File: src/rtl/mantissa_subtractor48.sv
// -----------------------------------------------------------------------------
// mantissa_subtractor48
//
// Two-stage pipelined 48-bit mantissa subtractor for the effective-subtraction
// paths of the posit FMA. The result is in sign-magnitude form: |A-B| and a
// sign, so no negation stage is needed downstream. With ct=1 the datapath
// splits into independent 28-bit high [55:28] and 20-bit low [27:8] lanes.
// Each lane then gets its own magnitude and sign.
//
// Stage 1 : low-lane differences (both directions) and borrows, registered
//           together with the high-lane operands and ct.
// Stage 2 : high-lane differences, magnitude select, registered outputs.
//
// Ports
//   clk        rising-edge clock
//   rst        synchronous, active-high reset
//   in_valid   operand beat valid
//   in_ready   block accepts a beat this cycle
//   A, B       minuend / subtrahend, bits [55:8]
//   ct         0 = one 48-bit subtraction, 1 = split 28/20-bit lanes
//   out_valid  result beat valid
//   out_ready  downstream accepts the result
//   diff       magnitude result [55:8]
//   sign_h     ct=0: A<B (48 bits); ct=1: A[55:28]<B[55:28]
//   sign_l     ct=1: A[27:8]<B[27:8]; ct=0: always 0
//   zero       diff == 0
// -----------------------------------------------------------------------------
module mantissa_subtractor48 (
  input  logic        clk,
  input  logic        rst,
  input  logic        in_valid,
  output logic        in_ready,
  input  logic [55:8] A,
  input  logic [55:8] B,
  input  logic        ct,
  output logic        out_valid,
  input  logic        out_ready,
  output logic [55:8] diff,
  output logic        sign_h,
  output logic        sign_l,
  output logic        zero
);

  // ---------------------------------------------------------------------------
  // Handshake
  // ---------------------------------------------------------------------------
  logic v1, v2;
  logic adv1, adv2, accept;

  assign adv2      = ~v2 | out_ready;
  assign adv1      = v1 & adv2;
  assign in_ready  = ~v1 | adv2;
  assign accept    = in_valid & in_ready;
  assign out_valid = v2;

  // NOTE: sequential state uses non-blocking assignments so every register
  // samples the pre-edge values of its neighbours.
  always_ff @(posedge clk) begin
    if (rst) begin
      v1 <= 1'b0;
      v2 <= 1'b0;
    end else begin
      // When in_ready is high, slot 1 is either empty or draining into slot 2,
      // so its next occupancy is simply whether a new beat arrives.
      if (in_ready) v1 <= in_valid;
      if (adv2)     v2 <= v1;
    end
  end

  // ---------------------------------------------------------------------------
  // Stage 1: low lane
  // ---------------------------------------------------------------------------
  logic [19:0] a_l, b_l;
  logic [19:0] lab_c, lba_c;
  logic        bab_c, bba_c;

  assign a_l   = A[27:8];
  assign b_l   = B[27:8];
  assign lab_c = a_l - b_l;
  assign lba_c = b_l - a_l;
  assign bab_c = (a_l < b_l);
  assign bba_c = (b_l < a_l);

  logic [19:0] s1_lab, s1_lba;
  logic        s1_bab, s1_bba;
  logic [27:0] s1_ah, s1_bh;
  logic        s1_ct;

  // NOTE: pure datapath registers carry no reset; the valid bits alone decide
  // whether their contents mean anything.
  always_ff @(posedge clk) begin
    if (accept) begin
      s1_lab <= lab_c;
      s1_lba <= lba_c;
      s1_bab <= bab_c;
      s1_bba <= bba_c;
      s1_ah  <= A[55:28];
      s1_bh  <= B[55:28];
      s1_ct  <= ct;
    end
  end

  // ---------------------------------------------------------------------------
  // Stage 2: high lane and magnitude select
  // ---------------------------------------------------------------------------
  logic        brw_ab, brw_ba;
  logic [28:0] hab_x, hba_x;
  logic [27:0] hab, hba;
  logic        sh;
  logic [19:0] lo_sel;
  logic [27:0] hi_sel;
  logic [55:8] diff_c;
  logic        sign_l_c;

  // The low-lane borrow only ripples into the high lane in full-width mode.
  assign brw_ab = s1_bab & ~s1_ct;
  assign brw_ba = s1_bba & ~s1_ct;

  // One extra bit on the left catches the borrow out of the high lane.
  assign hab_x = {1'b0, s1_ah} - {1'b0, s1_bh} - {28'd0, brw_ab};
  assign hba_x = {1'b0, s1_bh} - {1'b0, s1_ah} - {28'd0, brw_ba};
  assign hab   = hab_x[27:0];
  assign hba   = hba_x[27:0];
  assign sh    = hab_x[28];

  always_comb begin
    hi_sel   = sh ? hba : hab;
    // Full mode: the whole word follows the 48-bit sign.
    // Split mode: the low lane follows its own borrow.
    lo_sel   = sh ? s1_lba : s1_lab;
    sign_l_c = 1'b0;
    if (s1_ct) begin
      lo_sel   = s1_bab ? s1_lba : s1_lab;
      sign_l_c = s1_bab;
    end
    diff_c = {hi_sel, lo_sel};
  end

  always_ff @(posedge clk) begin
    if (rst) begin
      diff   <= '0;
      sign_h <= 1'b0;
      sign_l <= 1'b0;
    end else if (adv1) begin
      diff   <= diff_c;
      sign_h <= sh;
      sign_l <= sign_l_c;
    end
  end

  // Derived from the registered magnitude, so it reads 1 straight out of reset.
  assign zero = (diff == '0);

endmodule

File: config.mk
export PLATFORM = sky130hd
export DESIGN_NAME = mantissa_subtractor48
export DESIGN_NICKNAME = d
export VERILOG_FILES = /design/src/rtl/mantissa_subtractor48.sv
export SDC_FILE = /design/constraint.sdc
export NUM_CORES = 1
export LEC_CHECK = 0
export ABC_CLOCK_PERIOD_IN_PS = 4100
export CORE_UTILIZATION = 25
export DETAILED_ROUTE_END_ITERATION = 16
export GPL_ROUTABILITY_DRIVEN = 0
export GPL_TIMING_DRIVEN = 1
export PLACE_DENSITY = 0.41
export SYNTH_ARGS = -nofsm -noshare
export SYNTH_HDL_FRONTEND = slang
export SYNTH_SLANG_ARGS = --single-unit
File: constraint.sdc
create_clock -name clk -period 4.1 [get_ports clk]
set_clock_uncertainty 0.1 [all_clocks]
set_input_delay 0.41 -clock clk [delete_from_list [all_inputs] [get_ports clk]]
set_output_delay 0.41 -clock clk [all_outputs]
set_load 0.05 [all_outputs]
==> results of run 1 <==
[routing by layer]
| layer | vias to the layer above | part of all wire [%] | track usage (%) |
|---|---|---|---|
| met3 | 27 | 5.4 | 4.360 |
| met4 | 6 | 1.6 | 4.137 |
| li1 | 4709 | - | - |
| met1 | 4332 | 46 | 18.35 |
| met5 | - | 0.12 | 0 |
| met2 | 145 | 47 | 24.76 |
[sequential cells by signal, summed over array words and instances (netlist names)]
name,cells
s1_lba,19
out_valid,1
v1,1
sign_l,1
s1_ct,1
s1_ah,28
s1_lab,20
s1_bab,1
diff,48
s1_bba,1
s1_bh,28
sign_h,1
[power by group through the flow]
stage	combinational [W]	clock [W]	sequential (W)
finish	0.00199	0.00167	0.00187
global route	0.00220	0.00178	0.00188
CTS	0.00201	0.00172	0.00187
detailed placement	0.00199	0	0.00190
global placement	0.00200	0	0.00191
floorplan	0.00121	0	0.00202
[metrics by stage]
| step | instances | util (%) |
|---|---|---|
| after floorplan | 1279 | - |
| after global placement | 2002 | 30.65 |
| after detailed placement | 2002 | 30.65 |
| after CTS | 2034 | 32.02 |
| after global routing | 2034 | 32.02 |
| final | 2034 | 32.02 |
[final cells by class]
cell class	instances	share of cell area, %
Multi-Input combinational cell	882	45.14
Sequential cell	150	27.95
Timing Repair Buffer	180	12.22
Inverter	198	5.215
Tap cell	592	5.197
Clock buffer	17	2.985
Clock inverter	15	1.290
[worst register-to-register path: stages, from the launching register on]
cell	delay (ns)
edfxtp_1	0.44
nand2b_1	0.19
fa_1	0.41
fa_1	0.40
nand2b_2	0.23
a2111oi_4	0.41
nor4b_2	0.13
o2111ai_2	0.20
o211ai_2	0.17
xor2_4	0.20
mux2i_2	0.22
buf_12	0.23
mux2i_1	0.22
a211oi_1	0.09
[cell families (layout without fill, tap and decap cells)]
family	Yosys count	after routing
muxes	29	29
AOI/OAI and AO/OA	305	305
DFF	150	150
xor gates and xnor gates	76	76
and+or+nand+nor	320	320
adders and majority gates	152	152
buffers and inverters	247	410
[cell usage after synthesis (5+ instances only)]
cell type,number,area share [%]
nand2_1,72,2.4
o21a_1,18,1.2
edfxtp_1,98,26
and2_1,8,0.44
nand4_1,11,0.61
nor2_1,125,4.1
nand2b_1,14,0.77
ha_1,146,16
o211ai_1,14,0.93
a211oi_1,42,2.8
o21ai_0,46,2.0
nand3_1,9,0.40
xor2_1,26,2.0
o21bai_1,13,0.86
dfxtp_1,52,9.2
a221oi_1,5,0.39
a21o_1,25,1.7
inv_1,198,6.6
nor2b_1,12,0.66
nor4_1,12,0.66
nor3_1,29,1.3
xnor2_1,49,3.8
fa_1,6,1.1
o31ai_1,9,0.60
mux2i_1,29,2.6
buf_2,5,0.22
a21boi_0,7,0.46
clkbuf_1,39,1.3
a21oi_1,95,4.2
or3_1,7,0.39
[final timing paths]
check / slack, ns / cells after the start / start / end
max: 0.34 / 13 / s1_ct / diff[22]
min: 0.25 / 2 / rst / v1
max reg2reg: 0.34 / 13 / s1_ct / diff[22]
min reg2reg: 0.37 / 2 / sign_l / sign_l
==> summary.txt, run 1 <==
Sw Ratio - 36.41%
Vert. Die Dim - 215.0 um
Multi-input logic area - 6434 um^2
CTS root buf - clkbuf_16
Clk buf depth - 2
Core area - 44510 um^2
Final Hold Slack - 0.2479 ns
Post-layout power - 0.005523 W
Worst Tran Pin Value - 0.9636 ns
Die Area - 46240 um^2
Synth Register Bits - 150
Synth warn - 0
Hold buffer count at CTS - 0
Comb pwr share - 36.0%
Leakage power - 6.068 nW
Max_slew headroom - 35.62%
Critical path's top delay family - compound AO/OA/AOI/OAI gates
Synth Area in XOR/XNOR - 5.933%
Final setup violating endpoints - 0
Adder-Cell Fraction of Synth Area - 17.16%
Main synth FF type - edfxtp_1
Fin. max-slew vios - 0
Simple-gate share of the synthesized area - 13.18%
Mapped Cells - 1279
Final WS setup - 0.3383 ns
Fmax achieved - 265.8 MHz
Slowest cell on the critical path - edfxtp_1
Crit-path cells - nand2b_1 -> fa_1 -> fa_1 -> nand2b_2 -> a2111oi_4 -> nor4b_2 -> o2111ai_2 -> o211ai_2 -> xor2_4 -> mux2i_2 -> buf_12 -> mux2i_1 -> a211oi_1
Ys async rst share - 0%
Post-synthesis net count - 1532
Worst VDD drop - 0.3265 mV
CP endpoint kind - flip-flop
Crit path kind - flip-flop to flip-flop
CP Max Fanout - 19
Pre-antenna DRT Iters - 7
Worst path max stage delay - 0.44 ns
Register Area - 3984 um^2
Number of global-route vias before repair - 9429
Total grt overflow - 0
Worst hold path type - primary input to flip-flop
Initial antenna violation count - 3
Drt drc - 0
Post-DP Area - 13640 um^2
Clock sink count - 150
Pin count of the biggest net entering global routing - 46
Crit path required time - 4.31 ns
Layout Nets - 1682
Total setup buffers inserted after CTS - 0
CTS tree - yes
Mux contribution to synthesized area - 2.558%
Register area share after synthesis - 35.11%
H-tree depth - 4
Most frequent CP cell - fa_1
Post_cts resized - 0
Status - completed
Clock power frac - 30.2%
Overall global routing resource usage - 14.79%
Setup TNS - 0 ns
Most common cell after layout, fill and taps aside - inv_1
Vias per cell - 4.532
Share of cells above drive strength 1 - 5.270%
First-pass GRT wire length - 52570 um
Seq pwr share - 33.8%
Unrepaired setup endpoints after global routing - false
Most frequent cells in the layout - inv_1, clkdlybuf4s50_1, ha_1
# fillers - 4733
Worst-path clk slew - 0.07 ns
Final Cycle Share - 91.75%
Number of flops mapped to enable cells by yosys - 98
Routed vias - 9219
Final instance area - 14250 um^2
Internal power - 0.003512 W
Max cap viols - 0
Complex-gate fraction of the synthesized area - 17.66%
Area growth, synth to finish - 25.62%
FP Rows - 77
Mapped Area - 11350 um^2
Chip Width - 215.0 um
I/O Pins - 154
Tmin final - 3.762 ns
# diodes - 0
Power density over cell area - 387.5 nW/um^2
Final hold vios - 0
HPWL Detailed - 26910 um
Antenna Nets Post-Route - 0
DRT iter0 DRCs - 384
Total wire length - 33770 um
Clock latency on the worst-skew pair - 0.45 ns
Num CTS Buffers - 17
Largest family of logic cells by synthesized area - compound AO/OA/AOI/OAI gates
Yosys cell types - 64
Mapped Avg Cell Area - 8.871 um^2
I/O Buffers - 153
CP bufs+invs - 1
NetSw - 0.002011 W
WL/cell - 16.60 um
CP arrival - 3.98 ns
Pre-CTS setup slack - 0.3341 ns
Initial Util - 25.49%
Worst setup SP type - flip-flop
Note: power is estimated with default switching activity, not from simulation.
==> run 2, diff against run 1 <==
- ABC_CLOCK_PERIOD_IN_PS: 4100 -> 3830
- PLACE_DENSITY: 0.41 -> 0.43
- clock period: 4.1 -> 3.83 ns (I/O delays scaled with it)
==> summary.txt, run 2 (same netlist as run 1, synthesis figures left out) <==
First-pass GRT wire length - 51920 um
CTS tree - yes
Most frequent cells in the layout - inv_1, clkdlybuf4s50_1, ha_1
Worst hold path type - primary input to flip-flop
Internal power - 0.003722 W
Biggest regs - diff (48), s1_ah (28), s1_bh (28)
Core area - 44510 um^2
Overall global routing resource usage - 14.54%
Die Area - 46240 um^2
Worst path max stage delay - 0.39 ns
Crit path required time - 4.04 ns
Worst-path clk slew - 0.07 ns
Crit-path cells - nand2b_1 -> fa_2 -> fa_1 -> nand2b_2 -> a2111oi_4 -> nor4b_2 -> o2111ai_2 -> o211ai_2 -> xor2_4 -> mux2i_4 -> clkbuf_16 -> mux2i_1 -> a211oi_1
Pre-antenna DRT Iters - 7
Multi-input logic area - 6462 um^2
CTS root buf - clkbuf_16
Drt drc - 0
HPWL Detailed - 26230 um
CP Max Fanout - 9
Area growth, synth to finish - 27.39%
Clock power frac - 27.9%
Slowest cell on the critical path - edfxtp_1
Fmax achieved - 274.2 MHz
Share of cells above drive strength 1 - 6.580%
Worst Tran Pin Value - 0.8641 ns
Crit path kind - flip-flop to flip-flop
Vert. Die Dim - 215.0 um
Chip Width - 215.0 um
Worst setup SP type - flip-flop
Final hold vios - 0
Initial antenna violation count - 3
Pre-CTS setup slack - 0.1190 ns
# fillers - 4746
I/O Pins - 154
Fin. max-slew vios - 0
Initial Util - 25.49%
Pin count of the biggest net entering global routing - 61
Final Cycle Share - 95.21%
Number of global-route vias before repair - 9403
Unrepaired setup endpoints after global routing - false
Total wire length - 33680 um
Tmin final - 3.647 ns
Setup TNS - 0 ns
R2R setup slack - 0.18 ns
Antenna Nets Post-Route - 0
Final setup violating endpoints - 0
Register Area - 3984 um^2
Power density over cell area - 407.3 nW/um^2
NetSw - 0.002165 W
Top reg by flops - diff
Layout Nets - 1699
Vias per cell - 4.554
Seq pwr share - 34.1%
Clk buf depth - 2
WL/cell - 16.41 um
DRT iter0 DRCs - 431
I/O Buffers - 153
CP endpoint kind - flip-flop
Max_slew headroom - 42.40%
CP arrival - 3.86 ns
Status - completed
FP Rows - 77
Num CTS Buffers - 17
H-tree depth - 4
Final WS setup - 0.1834 ns
Comb pwr share - 38.0%
Clock sink count - 150
Max cap viols - 0
Sw Ratio - 36.78%
Max FFs per register - 48
Routed vias - 9345
Total grt overflow - 0
Clock latency on the worst-skew pair - 0.45 ns
Worst VDD drop - 0.3314 mV
Most common cell after layout, fill and taps aside - inv_1
Leakage power - 6.160 nW
run 2: changes by cell type in the layout (fill, tap and decap cells not counted), moves of 2 or more:
cell / previous run / this run
bufinv_16: 2 / 0
clkinvlp_4: 1 / 3
buf_4: 26 / 36
buf_12: 1 / 4
clkbuf_16: 17 / 20
run 2: final cells by class:
cell class,instances,share of cell area (%)
clock inverter,13,0.7704
timing repair buffer,197,13.61
inverter,198,5.142
multi-input combinational,882,44.71
clock buffer,19,3.064
sequential,150,27.56
tap,592,5.125
antenna,1,0.01731
run 2: worst paths after layout:
path	from	to	depth (start not counted)
worst max register to register	s1_ct	diff[25]	13
worst min-delay path	rst	v1	2
worst min register to register	sign_l	sign_l	2
worst max-delay path	s1_ct	diff[25]	13
run 2: layer usage:
metal | share of wire (%) | vias up | global-route usage (%)
li1 | - | 4737 | -
met1 | 46 | 4359 | 18.60
met2 | 47 | 214 | 24.19
met3 | 4.9 | 31 | 3.581
met4 | 1.7 | 4 | 4.043
met5 | 0.065 | - | 0
run 2: critical path: cells and delay by family (launching register included):
| kind | cells | cell delay, ns |
|---|---|---|
| AOI/OAI and AO/OA | 4 | 0.79 |
| adders and majority gates | 2 | 0.76 |
| and+or+nand+nor | 3 | 0.52 |
| muxes | 2 | 0.48 |
| DFF | 1 | 0.39 |
| buffers and inverters | 1 | 0.24 |
| xor gates and xnor gates | 1 | 0.22 |
run 2: through the flow:
stage	std cells	total power, W	hold slack, ns	instance area, um^2	util [%]
global placement	2008	0.004184	0.3475	13710	30.81
floorplan	1279	0.003454	0.3713	11350	-
CTS	2040	0.005860	0.3131	14270	32.05
finish	2052	0.005887	0.3368	14450	32.47
global route	2051	0.006237	0.3385	14450	32.47
detailed placement	2008	0.004180	0.3477	13710	30.81
run 2: what timing repair did:
item | 4_1_cts | 5_1_grt
endpoints found under the setup margin | 0 | 25
setup buffers | 0 | 8
hold buffers | 0 | 0
endpoints found under the hold margin | 0 | 0
resized for setup | 0 | 8
run 2: power groups by stage:
stage | Clock (W) | Combinational, W | Sequential, W
floorplan | 0 | 0.00129 | 0.00216
global placement | 0 | 0.00214 | 0.00205
detailed placement | 0 | 0.00213 | 0.00205
CTS | 0.00170 | 0.00215 | 0.00201
global route | 0.00175 | 0.00246 | 0.00202
finish | 0.00164 | 0.00224 | 0.00201
==> run 3, diff against run 2 <==
- DONT_BUFFER_PORTS: not set -> 1
- PLACE_DENSITY: 0.43 -> 0.38
- SKIP_LAST_GASP: not set -> 1
==> summary.txt, run 3 (same netlist as run 1, synthesis figures left out) <==
Worst setup SP type - flip-flop
Post-layout util - 30.47%
Vias per cell - 4.557
Total wire length - 33850 um
Share of cells above drive strength 1 - 7.664%
Worst Tran Pin Value - 0.9005 ns
Initial Util - 25.49%
Post-layout power - 0.005751 W
Max FFs per register - 48
CP Max Fanout - 5
Final Cycle Share - 95.52%
Crit path kind - flip-flop to flip-flop
Worst VDD drop - 0.3501 mV
Min-delay src - out_ready
Top reg by flops - diff
Vert. Die Dim - 215.0 um
Chip Width - 215.0 um
I/O Buffers - 0
Worst hold path type - primary input to flip-flop
Worst setup path startpoint - s1_ct
HPWL Detailed - 26510 um
# placed instances - 1863
Number of global-route vias before repair - 9187
Core area - 44510 um^2
CTS tree - yes
Max_slew headroom - 39.84%
Total grt overflow - 0
Tmin final - 3.658 ns
Initial antenna violation count - 0
Drt drc - 0
Fin. max-slew vios - 0
CP endpoint kind - flip-flop
Num CTS Buffers - 17
Antenna Nets Post-Route - 0
Die Area - 46240 um^2
Most frequent cells in the layout - inv_1, ha_1, nor2_1
Clock latency on the worst-skew pair - 0.45 ns
Status - completed
DRT iter0 DRCs - 370
Crit path required time - 4.02 ns
I/O Pins - 154
Fmax achieved - 273.3 MHz
Worst-path clk slew - 0.07 ns
Non-filler instance count after layout - 1962
Max cap viols - 0
Pre-antenna DRT Iters - 4
Area growth, synth to finish - 19.53%
Final setup violating endpoints - 0
Most common cell after layout, fill and taps aside - inv_1
H-tree depth - 4
CP arrival - 3.84 ns
Clk buf depth - 2
FP Rows - 77
WL/cell - 17.25 um
Leakage power - 5.860 nW
Power density over cell area - 424.1 nW/um^2
Reg2reg start - s1_ct
# diodes - 0
Routed vias - 8940
Pin count of the biggest net entering global routing - 57
Biggest regs - diff (48), s1_ah (28), s1_bh (28)
Final hold vios - 0
CTS root buf - clkbuf_16
First-pass GRT wire length - 52030 um
Layout Nets - 1610
Clock sink count - 150
Overall global routing resource usage - 14.64%
## run 3: worst paths after layout
check / to / slack [ns] / cells past startpoint
hold reg to reg: diff[8] / 0.42 / 2
hold / removal: out_valid / 0.11 / 3
setup / recovery: diff[20] / 0.17 / 14
setup reg to reg: diff[20] / 0.17 / 14
## run 3: layer usage
metal / track usage (%) / wire [um] / vias up / part of all wire [%]
li1: - / - / 4557 / -
met2: 24.54 / 16020 / 150 / 47
met4: 3.830 / 471 / 0 / 1.4
met1: 17.66 / 15000 / 4208 / 44
met3: 5.237 / 2355 / 25 / 7.0
met5: 0 / 0 / - / 0
## run 3: layout make-up
cell class / instances / area, um^2
tap: 592 / 740.7
sequential: 150 / 3984
fill: 4736 / 30950
multi-input combinational: 882 / 6480
clock buffer: 17 / 425.4
inverter: 198 / 743.2
timing repair buffer: 108 / 1056
clock inverter: 15 / 132.6
## run 3: what timing repair did
| item | CTS | global route |
|---|---|---|
| gates resized for setup | 0 | 8 |
| hold buffers | 59 | 0 |
| endpoints found under the hold margin | 109 | 0 |
| setup endpoints to repair | 0 | 38 |
| setup buffers | 0 | 5 |
## run 3: worst max-delay path: stages (launching register included)
cell       delay, ns
edfxtp_1        0.41
nand2b_1        0.19
fa_2            0.38
fa_2            0.35
nand2b_2        0.22
a2111oi_4       0.40
nor4b_4         0.10
o2111ai_2       0.19
o211ai_2        0.17
xor2_4          0.25
mux2i_4         0.18
buf_12          0.15
buf_12          0.12
mux2i_2         0.20
a211oi_1        0.09
## run 3: where the power goes
| part | internal (W) | switching (W) | total (W) |
|---|---|---|---|
| combinational | 0.000826 | 0.00108 | 0.00191 |
| sequential | 0.00190 | 0.000293 | 0.00219 |
| clock | 0.000859 | 0.000794 | 0.00165 |
## run 3: metrics by stage
stage	hold slack, ns	TNS, ns	worst slack, ns	area (um^2)
detailed placement	0.3726	0	0.1389	12250
global route	0.1031	-0.08885	-0.02384	13560
global placement	0.3694	0	0.1684	12250
floorplan	0.3713	0	0.3223	11350
CTS	0.07890	0	0.1007	13410
finish	0.1094	0	0.1715	13560
